File: src/rtl/irq_ctrl.sv
// Interrupt controller on the picorv32 native bus: pending/enable registers, edge/level
// sources, registered irq vector. Define IRQC_SYNC_EN for a 2-flop input synchroniser.
module irq_ctrl #(
  parameter int          NUM_SRC   = 8,
  parameter logic [31:0] EDGE_MASK = 32'hFFFF_FFFF
) (
  input  logic               clk,
  input  logic               reset,
  input  logic               irqc_sel,
  input  logic [3:0]         addr,
  input  logic [3:0]         wstrb,
  input  logic [31:0]        data_i,
  output logic [31:0]        data_o,
  output logic               ready,
  input  logic [NUM_SRC-1:0] irq_src,
  input  logic [31:0]        eoi,
  output logic [31:0]        irq_out
);

  localparam logic [31:0] VALID = (NUM_SRC >= 32) ? 32'hFFFF_FFFF
                                                  : ((32'h1 << NUM_SRC) - 32'h1);

  typedef enum logic [1:0] {IDLE, RESP, DONE} state_t;

  state_t      state, state_nx;
  logic [31:0] pending, enable, src_q;
  logic [31:0] src_ext, src_s;
  logic [31:0] byte_mask, rd_val;
  logic [31:0] w1c, force_set, set_v, clr_v;
  logic        wr, en_wr;
  logic        unused_addr;

  assign unused_addr = ^addr[1:0];

  always_comb begin
    src_ext = '0;
    src_ext[NUM_SRC-1:0] = irq_src;
  end

`ifdef IRQC_SYNC_EN
  logic [31:0] sync1, sync2;
  always_ff @(posedge clk) begin
    if (reset) begin
      sync1 <= '0;
      sync2 <= '0;
    end else begin
      sync1 <= src_ext;
      sync2 <= sync1;
    end
  end
  assign src_s = sync2;
`else
  assign src_s = src_ext;
`endif

  always_comb begin
    state_nx = state;
    case (state)
      IDLE:    if (irqc_sel) state_nx = RESP;
      RESP:    state_nx = DONE;
      DONE:    if (!irqc_sel) state_nx = IDLE;
      default: state_nx = IDLE;
    endcase
  end

  assign ready     = (state == RESP);
  assign wr        = ready && (wstrb != 4'h0);
  assign byte_mask = {{8{wstrb[3]}}, {8{wstrb[2]}}, {8{wstrb[1]}}, {8{wstrb[0]}}};
  assign en_wr     = wr && (addr[3:2] == 2'd1);
  assign w1c       = (wr && addr[3:2] == 2'd0) ? (data_i & byte_mask) : 32'h0;
  assign force_set = (wr && addr[3:2] == 2'd3) ? (data_i & byte_mask) : 32'h0;

  always_comb begin
    rd_val = 32'h0;
    case (addr[3:2])
      2'd0:    rd_val = pending;
      2'd1:    rd_val = enable;
      2'd2:    rd_val = pending & enable;
      default: rd_val = 32'h0;
    endcase
  end

  assign data_o = ready ? rd_val : 32'h0;

  // Sets are OR-ed in after clears so any set wins over a same-cycle clear.
  assign set_v = ((src_s & ~src_q) & EDGE_MASK) | (src_s & ~EDGE_MASK) | force_set;
  assign clr_v = w1c | eoi;

  always_ff @(posedge clk) begin
    if (reset) begin
      state   <= IDLE;
      pending <= '0;
      enable  <= '0;
      src_q   <= '0;
      irq_out <= '0;
    end else begin
      state   <= state_nx;
      src_q   <= src_s;
      pending <= ((pending & ~clr_v) | set_v) & VALID;
      if (en_wr) enable <= ((enable & ~byte_mask) | (data_i & byte_mask)) & VALID;
      irq_out <= pending & enable;
    end
  end

endmodule

File: config.mk
export PLATFORM = sky130hd
export DESIGN_NAME = irq_ctrl
export DESIGN_NICKNAME = d
export VERILOG_FILES = /design/src/rtl/irq_ctrl.sv
export SDC_FILE = /design/constraint.sdc
export NUM_CORES = 1
export LEC_CHECK = 0
export ABC_AREA = 1
export ABC_CLOCK_PERIOD_IN_PS = 1300
export CORE_UTILIZATION = 25
export DETAILED_ROUTE_END_ITERATION = 7
export GPL_ROUTABILITY_DRIVEN = 0
export GPL_TIMING_DRIVEN = 0
export PLACE_DENSITY = 0.62
export SYNTH_ARGS = -nofsm -noshare
export SYNTH_HDL_FRONTEND = slang
export SYNTH_SLANG_ARGS = --single-unit
export TNS_END_PERCENT = 20
File: constraint.sdc
create_clock -name clk -period 1.3 [get_ports clk]
set_input_delay 0.13 -clock clk [delete_from_list [all_inputs] [get_ports clk]]
set_output_delay 0.13 -clock clk [all_outputs]
set_load 0.005 [all_outputs]
# After elaboration in Yosys (flattened, before gate mapping)
# Index checks and enable logic that the tools add are counted.
# Widths: inputs -> output; s select.
# classes
n_eq_ne,7
muxes,7
bitwise_logic,12
reduce_logical,8
# ops
cell,n
$and 8x8->8,5
$mux 32,1
$or 8x8->8,4
$not 8->8,3
$pmux 8 s3,1
$mux 8,2
$eq 2x2->1 const B,3
$pmux 2 s3,1
$eq 2x1->1 const B,2
$logic_and 1x1->1,4
$logic_not 2->1,2
$mux 2,2
$ne 2x2->1 const B,2
$reduce_bool 4->1,1
$reduce_and 2->1,1
# totals
reg_bits,58
elab_cells,39

# Logic depth before layout (Yosys ltp)
# Gate-level depths: netlist of the first run.
# depth
depth_word,8
depth_mapped,8

# Worst setup path before layout of the first run
# OpenSTA, ideal clock, no wires.
# synth_timing
path_kind,flip-flop to output port
from,register state[1]
to,output port data_o[0]
arrival_time_ns,0.956
t_required_ns,1.170
path_slack_ns,0.214
path_stages_with_launch,4
n_path_buf,0
cell_sequence,dfxtp_1 nor2_8 nand2_1 a221oi_1
# synth_via
elab_chain_len,2
# synth_lines
item,line_no,text
"start, declared",25,"state_t state, state_nx;"
"start signal, assigned",97,state <= state_nx;
$eq 2x1->1,66,assign ready = (state == RESP);
$mux 32,83,assign data_o = ready ? rd_val : 32'h0;
"end, declared",13,"output logic [31:0] data_o,"
# No other way between the ends.

# Final worst setup path of the first run
# layout_timing
from,register state[0]
to,output port data_o[3]
# Same word-level chain as after synthesis.

==> results.yml, run 1 <==
logic_synthesis:
  yosys.cell_types.count: 27
  synthCells: 254
  ys_seq_area_share_pct: 34.8
  avg_cell_area_syn_um2: 7.71
  synth.cell_area_um2: 1960
  postSynthRegisterBits: 34
  ys_warn_count: 0
worst_setup_path:
  cp_data_required_time_ns: 1.17
  timing.critical_path.arrival_ns: 1.27
  path_max_fanout: 8
  startpoint: "state[0]"
  timing.critical_path.to_type: "output port"
  critical_path.reg2reg.startpoint: "state[0]"
  critical_path.max_stage_delay_ns: 0.33
  critical_path.cell_chain: "inv_2 > nor2_8 > nand2_8 > a221oi_2 > buf_2"
  cpLargestDelayFamily: "flip-flops"
  path_buf_inv: 2
  cpMaxStageDelayCell: "sky130_fd_sc_hd__dfxtp_2"
  cp-start-kind: "flip-flop"
  type_of_the_worst_setup_path: "flip-flop to output port"
placement:
  io_buffer_count: 47
  numPlacedInstances: 447
  detailedPlacementHpwl_um: 3450
clocking:
  cts.reportedPaths.clkPinSlew_ns: 0.07
  cts_tree: "yes"
  cts_num_sinks: 34
  insertion_delay_ns: 0.29
  clock_path_buffers: 2
  numCtsBuffers: 5
  cts-hold-fix-buffers: 0
  cts-root-buf: "sky130_fd_sc_hd__clkbuf_8"
  cts_max_level: 2
power:
  share_clk_of_total_power_pct: 37.9
  worst_ir_drop_vdd_mv: 0.342
  power_frac_seq_pct: 41.5
  net_sw_power_uw: 667
  cell_internal_pwr_mw: 1.97
  power.share.switching_pct: 25.3
  p_comb_share_pct: 20.6
  leakage_nw: 1.44
  power_density_nw_per_um2: 887
floorplanning:
  boundaryPins: 148
  floorplan.core_area_um2: 7410
  floorplan.initialDensity_pct: 26.4
  fp-row-count: 31
  die_y_um: 90.5
  chipWidth_um: 90.5
  design.die.area_um2: 8190
timing:
  timing.final.hold_violations: 0
  setup_total_negative_slack_ns: -0.806
  setup-violations-final: 10
  share_of_the_cycle_needed_by_the_critical_path_after_routing_pct: 108
  max-slew-margin-rel_pct: 65.4
  timing_max_transition_violations_final: 0
  fin_worst_skew_ns: 0.00861
  period_minus_slack_ns: 1.40
  fmaxAchievable_mhz: 712
  layout_setup_ws_ns: -0.104
  worstMarginPinSlew_ns: 0.519
  rsz0062_at_grt: "true"
layout:
  area_growth_pct: 51.8
  final_common_cell: "sky130_fd_sc_hd__buf_4"
  final_cell_count_no_fill: 457
  mostFrequentLayoutCells: "sky130_fd_sc_hd__buf_4 (49), sky130_fd_sc_hd__conb_1 (48), sky130_fd_sc_hd__inv_1 (40), sky130_fd_sc_hd__clkdlybuf4s50_1 (36), sky130_fd_sc_hd__dfxtp_1 (32)"
  antennaDiodeCount: 0
  layout.nets: 441
  drive_gt1_share_pct: 31.6
routing:
  route.detailed.drc: 0
  via_count_normalized_by_instance_count: 3.75
  wl_per_cell_um: 10.5
  vias: 1716
  drtPass1Iterations: 4
  first_iter_violations: 86
  antenna_violating_nets_post_route: 0
  wl_um: 4790
global_routing:
  grt_max_degree: 11
  grt_overflow: 0
  grt_first_pass_wirelength_um: 7650
  groute.usage.overall_pct: 12.0
  number_of_antenna_violations_at_the_first_check_in_global_routing: 0
  vias_in_the_first_global_route: 1617
hold_path:
  worstHoldStart: "reset"
  hold_class: "input pin to flip-flop"
outcome:
  status: "complete, but fails checks"
  violations: "negative setup slack"
flow_run:
  drv_cap: 0
cells by family after synthesis:
family | share of synthesized area [%]
other cells | 0.192
compound gates | 11.2
flops | 34.8
simple gates | 23.5
buf+inv | 30.4
routing by layer:
layer,part of all wire [%],GRT usage [%],up-vias
met5,0,0,-
met1,43,13.5,735
met2,49,20.7,64
li1,-,-,912
met3,5.8,2.86,5
met4,1.7,6.72,0
worst paths after layout:
check,endpoint,slack [ns],cells past startpoint
worst max-delay path,data_o[3],-0.10,5
worst min-delay path,irq_out[0],0.29,2
worst max register to register,flip-flop,-0.03,8
worst min register to register,irq_out[1],0.49,2
cell type report:
cell class	instances	area (µm²)
inverter	46	175
tap	99	124
fill	733	4440
clock inverter	1	30.0
buffer	55	425
timing repair buffer	50	463
sequential	34	683
multi-input combinational	166	990
clock buffer	6	82.6
stage by stage:
stage               util, %  hold WS, ns  total power [mW]  worst slack (ns)  cell area [µm²]
floorplan                 -        0.250              1.44             0.214             2130
global placement       36.8        0.447              1.60            -0.867             2730
detailed placement     36.8        0.453              1.60            -0.865             2730
CTS                    39.4        0.288              2.63            -0.136             2920
global route           40.1        0.310              2.76            -0.186             2970
finish                 40.1        0.292              2.64            -0.104             2970
cell usage after synthesis, drive strengths merged:
master / n / area [µm²]
a21oi: 16 / 95.1
buf: 53 / 414
a221oi: 8 / 70.1
or2: 8 / 50.1
nand3: 1 / 17.5
dfxtp: 34 / 681
nand2: 28 / 115
nor3: 9 / 45.0
conb: 1 / 3.75
and3: 1 / 6.26
clkbuf: 2 / 7.51
nor2: 22 / 125
inv: 46 / 173
o21ai: 8 / 47.6
nand4: 16 / 100
a21boi: 1 / 7.51
power groups by stage:
stage          combinational, mW  clock, mW  sequential [mW]
2_1_floorplan              0.320          0             1.12
3_3_place_gp               0.479          0             1.12
3_5_place_dp               0.481          0             1.12
4_1_cts                    0.521       1.02             1.09
5_1_grt                    0.594       1.06             1.10
6_report                   0.543       1.00             1.10
repair_timing:
item | CTS | global route
setup buffers | 3 | 0
gates cloned | 0 | 0
pin swaps | 4 | 1
gates resized for setup | 59 | 8
endpoints found under the setup margin | 9 | 17
No activity file was read; power rests on OpenSTA's default activity.
==> run 2: changes to the inputs <==
--- a/config.mk
+++ b/config.mk
@@ -6,12 +6,13 @@
 export NUM_CORES = 1
 export LEC_CHECK = 0
 export ABC_AREA = 1
-export ABC_CLOCK_PERIOD_IN_PS = 1300
+export ABC_CLOCK_PERIOD_IN_PS = 1150
 export CORE_UTILIZATION = 25
 export DETAILED_ROUTE_END_ITERATION = 7
 export GPL_ROUTABILITY_DRIVEN = 0
 export GPL_TIMING_DRIVEN = 0
-export PLACE_DENSITY = 0.62
+export PLACE_DENSITY = 0.64
+export SETUP_SLACK_MARGIN = 0.02
 export SYNTH_ARGS = -nofsm -noshare
 export SYNTH_HDL_FRONTEND = slang
 export SYNTH_SLANG_ARGS = --single-unit
==> constraint.sdc (replaced) <==
create_clock -name clk -period 1.15 [get_ports clk]
set_input_delay 0.115 -clock clk [delete_from_list [all_inputs] [get_ports clk]]
set_output_delay 0.115 -clock clk [all_outputs]
set_load 0.005 [all_outputs]
==> results.yml, run 2 (synthesis gave the netlist of run 1 again) <==
outcome:
  status: "complete, but fails checks"
  violations: "negative setup slack"
global_routing:
  grt_overflow: 0
  groute.usage.overall_pct: 11.9
  busiest_layer_in_global_routing: "met2"
  vias_in_the_first_global_route: 1650
  number_of_antenna_violations_at_the_first_check_in_global_routing: 0
  grt_util_met1_pct: 13.3
  grt_first_pass_wirelength_um: 7620
  groute.layer.met3.usage_pct: 2.69
  grt_max_degree: 11
  globalRouteMet2Util_pct: 20.8
power:
  total_power_after_layout_mw: 2.75
  leakage_nw: 1.46
  power_density_nw_per_um2: 946
  worst_ir_drop_vdd_mv: 0.356
worst_setup_path:
  cp_data_required_time_ns: 1.03
  timing.critical_path.arrival_ns: 1.31
  cp-start-kind: "flip-flop"
  type_of_the_worst_setup_path: "flip-flop to output port"
  timing.critical_path.to_type: "output port"
  path_max_fanout: 8
clocking:
  cts_tree: "yes"
  cts.reportedPaths.clkPinSlew_ns: 0.07
  clock_path_buffers: 2
  insertion_delay_ns: 0.29
  cts_num_sinks: 34
  cts-root-buf: "sky130_fd_sc_hd__clkbuf_8"
  cts_max_level: 2
  numCtsBuffers: 5
routing:
  vias: 1725
  wl_per_cell_um: 10.2
  via_count_normalized_by_instance_count: 3.76
  drtPass1Iterations: 4
  route.detailed.drc: 0
  first_iter_violations: 92
  wl_um: 4680
  antenna_violating_nets_post_route: 0
placement:
  io_buffer_count: 47
  detailedPlacementHpwl_um: 3570
  postPlaceCellArea_um2: 2730
layout:
  fin_area_um2: 2910
  drive_gt1_share_pct: 31.1
  mostFrequentLayoutCells: "sky130_fd_sc_hd__buf_4 (49), sky130_fd_sc_hd__conb_1 (48), sky130_fd_sc_hd__inv_1 (40), sky130_fd_sc_hd__dfxtp_1 (32), sky130_fd_sc_hd__clkdlybuf4s50_1 (29)"
  antennaDiodeCount: 0
  area_growth_pct: 48.5
  layout.nets: 442
  final_common_cell: "sky130_fd_sc_hd__buf_4"
  filler_cell_count_in_the_final_layout: 774
timing:
  max-slew-margin-rel_pct: 64.0
  timing_max_transition_violations_final: 0
  rsz0062_at_grt: "true"
  setup-violations-final: 25
  share_of_the_cycle_needed_by_the_critical_path_after_routing_pct: 124
  period_minus_slack_ns: 1.42
  fin_worst_skew_ns: 0.00796
  worstMarginPinSlew_ns: 0.540
  fmaxAchievable_mhz: 704
  timing.final.hold_violations: 0
  layout_setup_ws_ns: -0.270
floorplanning:
  design.die.area_um2: 8190
  fp-row-count: 31
  boundaryPins: 148
  die_y_um: 90.5
  chipWidth_um: 90.5
  floorplan.core_area_um2: 7410
  floorplan.initialDensity_pct: 26.4
hold_path:
  hold_class: "input pin to flip-flop"
flow_run:
  drv_cap: 0
[run 2: cell count changes in the layout (fill, tap and decap cells not counted), sizes merged]
cell	previous run	this run
bufinv	1	0
clkinv	0	1
clkdlybuf4s50	36	29
clkdlybuf4s15	0	1
clkbuf	8	9
dlygate4sd2	2	9
[run 2: per-stage QoR]
stage | utilization [%] | hold slack [ns] | setup TNS [ns] | cells | worst slack, ns
global route | 39.3 | 0.286 | -5.36 | 459 | -0.313
global placement | 36.8 | 0.446 | -12.10 | 447 | -0.980
CTS | 39.0 | 0.241 | -4.22 | 459 | -0.271
finish | 39.3 | 0.250 | -3.50 | 459 | -0.270
floorplan | - | 0.235 | 0 | 301 | 0.0793
detailed placement | 36.8 | 0.454 | -11.84 | 447 | -0.962
[run 2: final cells by class]
| type | instances | area (µm²) | area share (%) |
|---|---|---|---|
| repair buffers | 51 | 465 | 16.0 |
| inverters | 46 | 178 | 6.11 |
| plain buffers | 55 | 422 | 14.5 |
| flip-flops and latches | 34 | 683 | 23.5 |
| well taps | 99 | 124 | 4.26 |
| multi-input cells | 166 | 945 | 32.5 |
| clock inverters | 1 | 5.00 | 0.172 |
| clock buffers | 7 | 86.3 | 2.97 |
[run 2: metal layers]
layer / vias to the layer above / wire (µm)
met2: 71 / 2250
met1: 730 / 2030
met5: - / 0
li1: 918 / -
met3: 6 / 307
met4: 0 / 91
[run 2: worst max-delay path, cell delays in order, from the launching register on]
cell and delay, ns:
sky130_fd_sc_hd__dfxtp_2 0.33, sky130_fd_sc_hd__inv_2 0.06, sky130_fd_sc_hd__nor2_8 0.13, sky130_fd_sc_hd__nand2_8 0.11
sky130_fd_sc_hd__a221oi_2 0.22, sky130_fd_sc_hd__buf_2 0.16
[run 2: where the power goes]
part / internal, mW / total [mW] / switching [mW] / leakage [nW]
Clock: 0.483 / 0.910 / 0.427 / 0.0482
Sequential: 1.22 / 1.24 / 0.0148 / 0.279
Combinational: 0.309 / 0.602 / 0.293 / 1.13
Total: 2.02 / 2.75 / 0.735 / 1.46
[run 2: path summary, 6_finish.rpt]
check	start	slack, ns	end	depth (start not counted)
setup / recovery	state[0]	-0.27	data_o[6]	5
hold / removal	reset	0.25	irq_out[1]	2
setup reg to reg	state[0]	-0.17	flip-flop	8
hold reg to reg	pending[1]	0.49	irq_out[1]	2
[run 2: repair_timing]
| item | CTS | global route |
|---|---|---|
| buffers inserted | 4 | 0 |
| resized for setup | 62 | 5 |
| setup endpoints to repair | 30 | 25 |
| hold buffers | 0 | 0 |
| pin swaps | 5 | 3 |
==> patch: new RTL, config.mk and constraints of run 2 <==
Take the reset off `pending` and load it in a clocked block of its own.
--- a/src/rtl/irq_ctrl.sv
+++ b/src/rtl/irq_ctrl.sv
@@ -90,5 +90,4 @@
     if (reset) begin
       state   <= IDLE;
-      pending <= '0;
       enable  <= '0;
       src_q   <= '0;
@@ -97,5 +96,4 @@
       state   <= state_nx;
       src_q   <= src_s;
-      pending <= ((pending & ~clr_v) | set_v) & VALID;
       if (en_wr) enable <= ((enable & ~byte_mask) | (data_i & byte_mask)) & VALID;
       irq_out <= pending & enable;
@@ -103,4 +101,8 @@
   end
 
+  always_ff @(posedge clk) begin
+    pending <= ((pending & ~clr_v) | set_v) & VALID;
+  end
+
 endmodule
 
Check against the original RTL: not equivalent (Yosys sat finds a counterexample within 4 cycles, from zero or initial values and one cycle with reset high).
==> patch against run 2 <==
The flow still finishes with violations (setup timing); routed wire length rose by 5.3%; area after synthesis rose by 1.3%; synthesized cell count rose by 7.1%; cell area rose by 2.5%; critical endpoint is now data_o[0]; worst setup slack improved by 0.0062 ns; non-clock buffer count rose by 8; sequential cell count did not move; total power fell by 1.9%.
==> patch: results (changes against run 2) <==
Placed inst area = 0.00276 mm² (+1.1%)
Met3 usage = 0.0410 (+0.0141)
First-pass GRT wire length = 8.14 mm (+6.7%)
Setup slack at placement = -0.976 ns (-0.0137 ns)
DR WL/cell = 10.1 µm (-0.59%)
Warnings from Yosys = 0 (unchanged)
P_sw = 0.709 mW (-3.6%)
DRT Pass-1 Iters = 4 (unchanged)
Multiplexer area fraction after synthesis = 0 (unchanged)
Commonest cells in the netlist = buf_4, inv_1, nor2_1
Hpwl dp = 3.79 mm (+6.0%)
Synth Area in XOR/XNOR = 0 (unchanged)
Metal-1 WL = 1.99 mm (-1.8%)
Deepest clock path buffer count = 2 (unchanged)
Maximum vdd drop = 0.440 mV (+23%)
R2r setup slk = -0.09 ns (+0.08 ns)
Worst Clk Skew = 0.00272 ns (-0.00524 ns)
FF-to-FF path depth = 7 (-1)
Final setup viols = 25 (unchanged)
Outcome = complete, but fails checks
CTS root buffer = clkbuf_8
Crit path max fanout = 6 (-2)
Critical path arrival = 1.30 ns
Iter 0 DRT Violations = 139 (+51%)
Number of global-route vias before repair = 1744 (+5.7%)
Synth top area cells = dfxtp_1, buf_4, inv_1
Pleak = 1.55 nW (+6.2%)
Violated checks = setup timing
Routing usage on met1 = 0.145 (+0.0118)
ANT cells = 0 (unchanged)
Post-synthesis sequential area ratio = 0.343 (-0.00439)
Met2 Use GR = 0.220 (+0.0120)
H-tree depth = 2 (unchanged)
Adder-cell share of the synthesized area = 0 (unchanged)
Via/cell ratio = 3.80 (+1.0%)
Cts bufs inserted = 5 (unchanged)
Worst-Skew Late Latency = 0.28 ns
Total track usage = 0.126 (+0.00710)
Fin worst setup slack = -0.264 ns (+0.00615 ns)
# fillers = 812 (+4.9%)
Routed length on met2 = 2.45 mm (+8.9%)
Compound-Gate Fraction of Synth Area = 0.0322 (-0.0803)
Layout cell share with drive strength beyond 1 = 0.302 (-0.00903)
Metal3 WL = 439 µm (+43%)
Final #Nets = 467 (+5.7%)
Post-synth cell types = 25 (-7.4%)
Main flop type after synthesis = dfxtp_1
Hold Crit Class = primary input to flop
## patch: metrics by stage
| step | instances | TNS (ns) | power, mW | hold slack (ns) |
|---|---|---|---|---|
| 2_1_floorplan | 319 | 0 | 1.65 | 0.235 |
| 3_3_place_gp | 468 | -10.79 | 1.84 | 0.437 |
| 3_5_place_dp | 468 | -11.54 | 1.85 | 0.440 |
| 4_1_cts | 485 | -3.49 | 2.71 | 0.137 |
| 5_1_grt | 486 | -4.66 | 2.86 | 0.169 |
| 6_report | 486 | -2.73 | 2.70 | 0.136 |
## patch: timing repair
action / 4_1_cts / 5_1_grt
gates resized for setup: 65 / 7
endpoints found under the setup margin: 33 / 25
pin swaps: 14 / 6
buffers inserted: 10 / 1
## patch: area by class of cell
| type | instances | area [µm²] | share of cell area |
|---|---|---|---|
| repair buffers | 58 | 533 | 0.179 |
| clock buffers | 7 | 76.3 | 0.0256 |
| flip-flops and latches | 34 | 686 | 0.230 |
| multi-input cells | 184 | 948 | 0.318 |
| well taps | 102 | 128 | 0.0428 |
| plain buffers | 56 | 437 | 0.147 |
| inverters | 45 | 171 | 0.0575 |
## patch: worst max-delay path, stage by stage, from the launching register on
cell and delay, ns:
dfxtp_4 0.35, nor2_4 0.14, nand2_4 0.08, buf_8 0.14, a211oi_2 0.16, buf_2 0.15
## patch: power by group through the flow
stage          Clock (mW)  Sequential (mW)  Combinational (mW)
6_report            0.805             1.26               0.638
5_1_grt             0.898             1.26               0.705
4_1_cts             0.838             1.26               0.619
3_5_place_dp            0             1.28               0.564
3_3_place_gp            0             1.28               0.557
2_1_floorplan           0             1.28               0.373
## patch: worst paths after layout
kind | startpoint | to
setup / recovery | state[1] | data_o[0]
hold / removal | reset | irq_out[2]
setup reg to reg | state[1] | flop
hold reg to reg | pending[0] | irq_out[0]
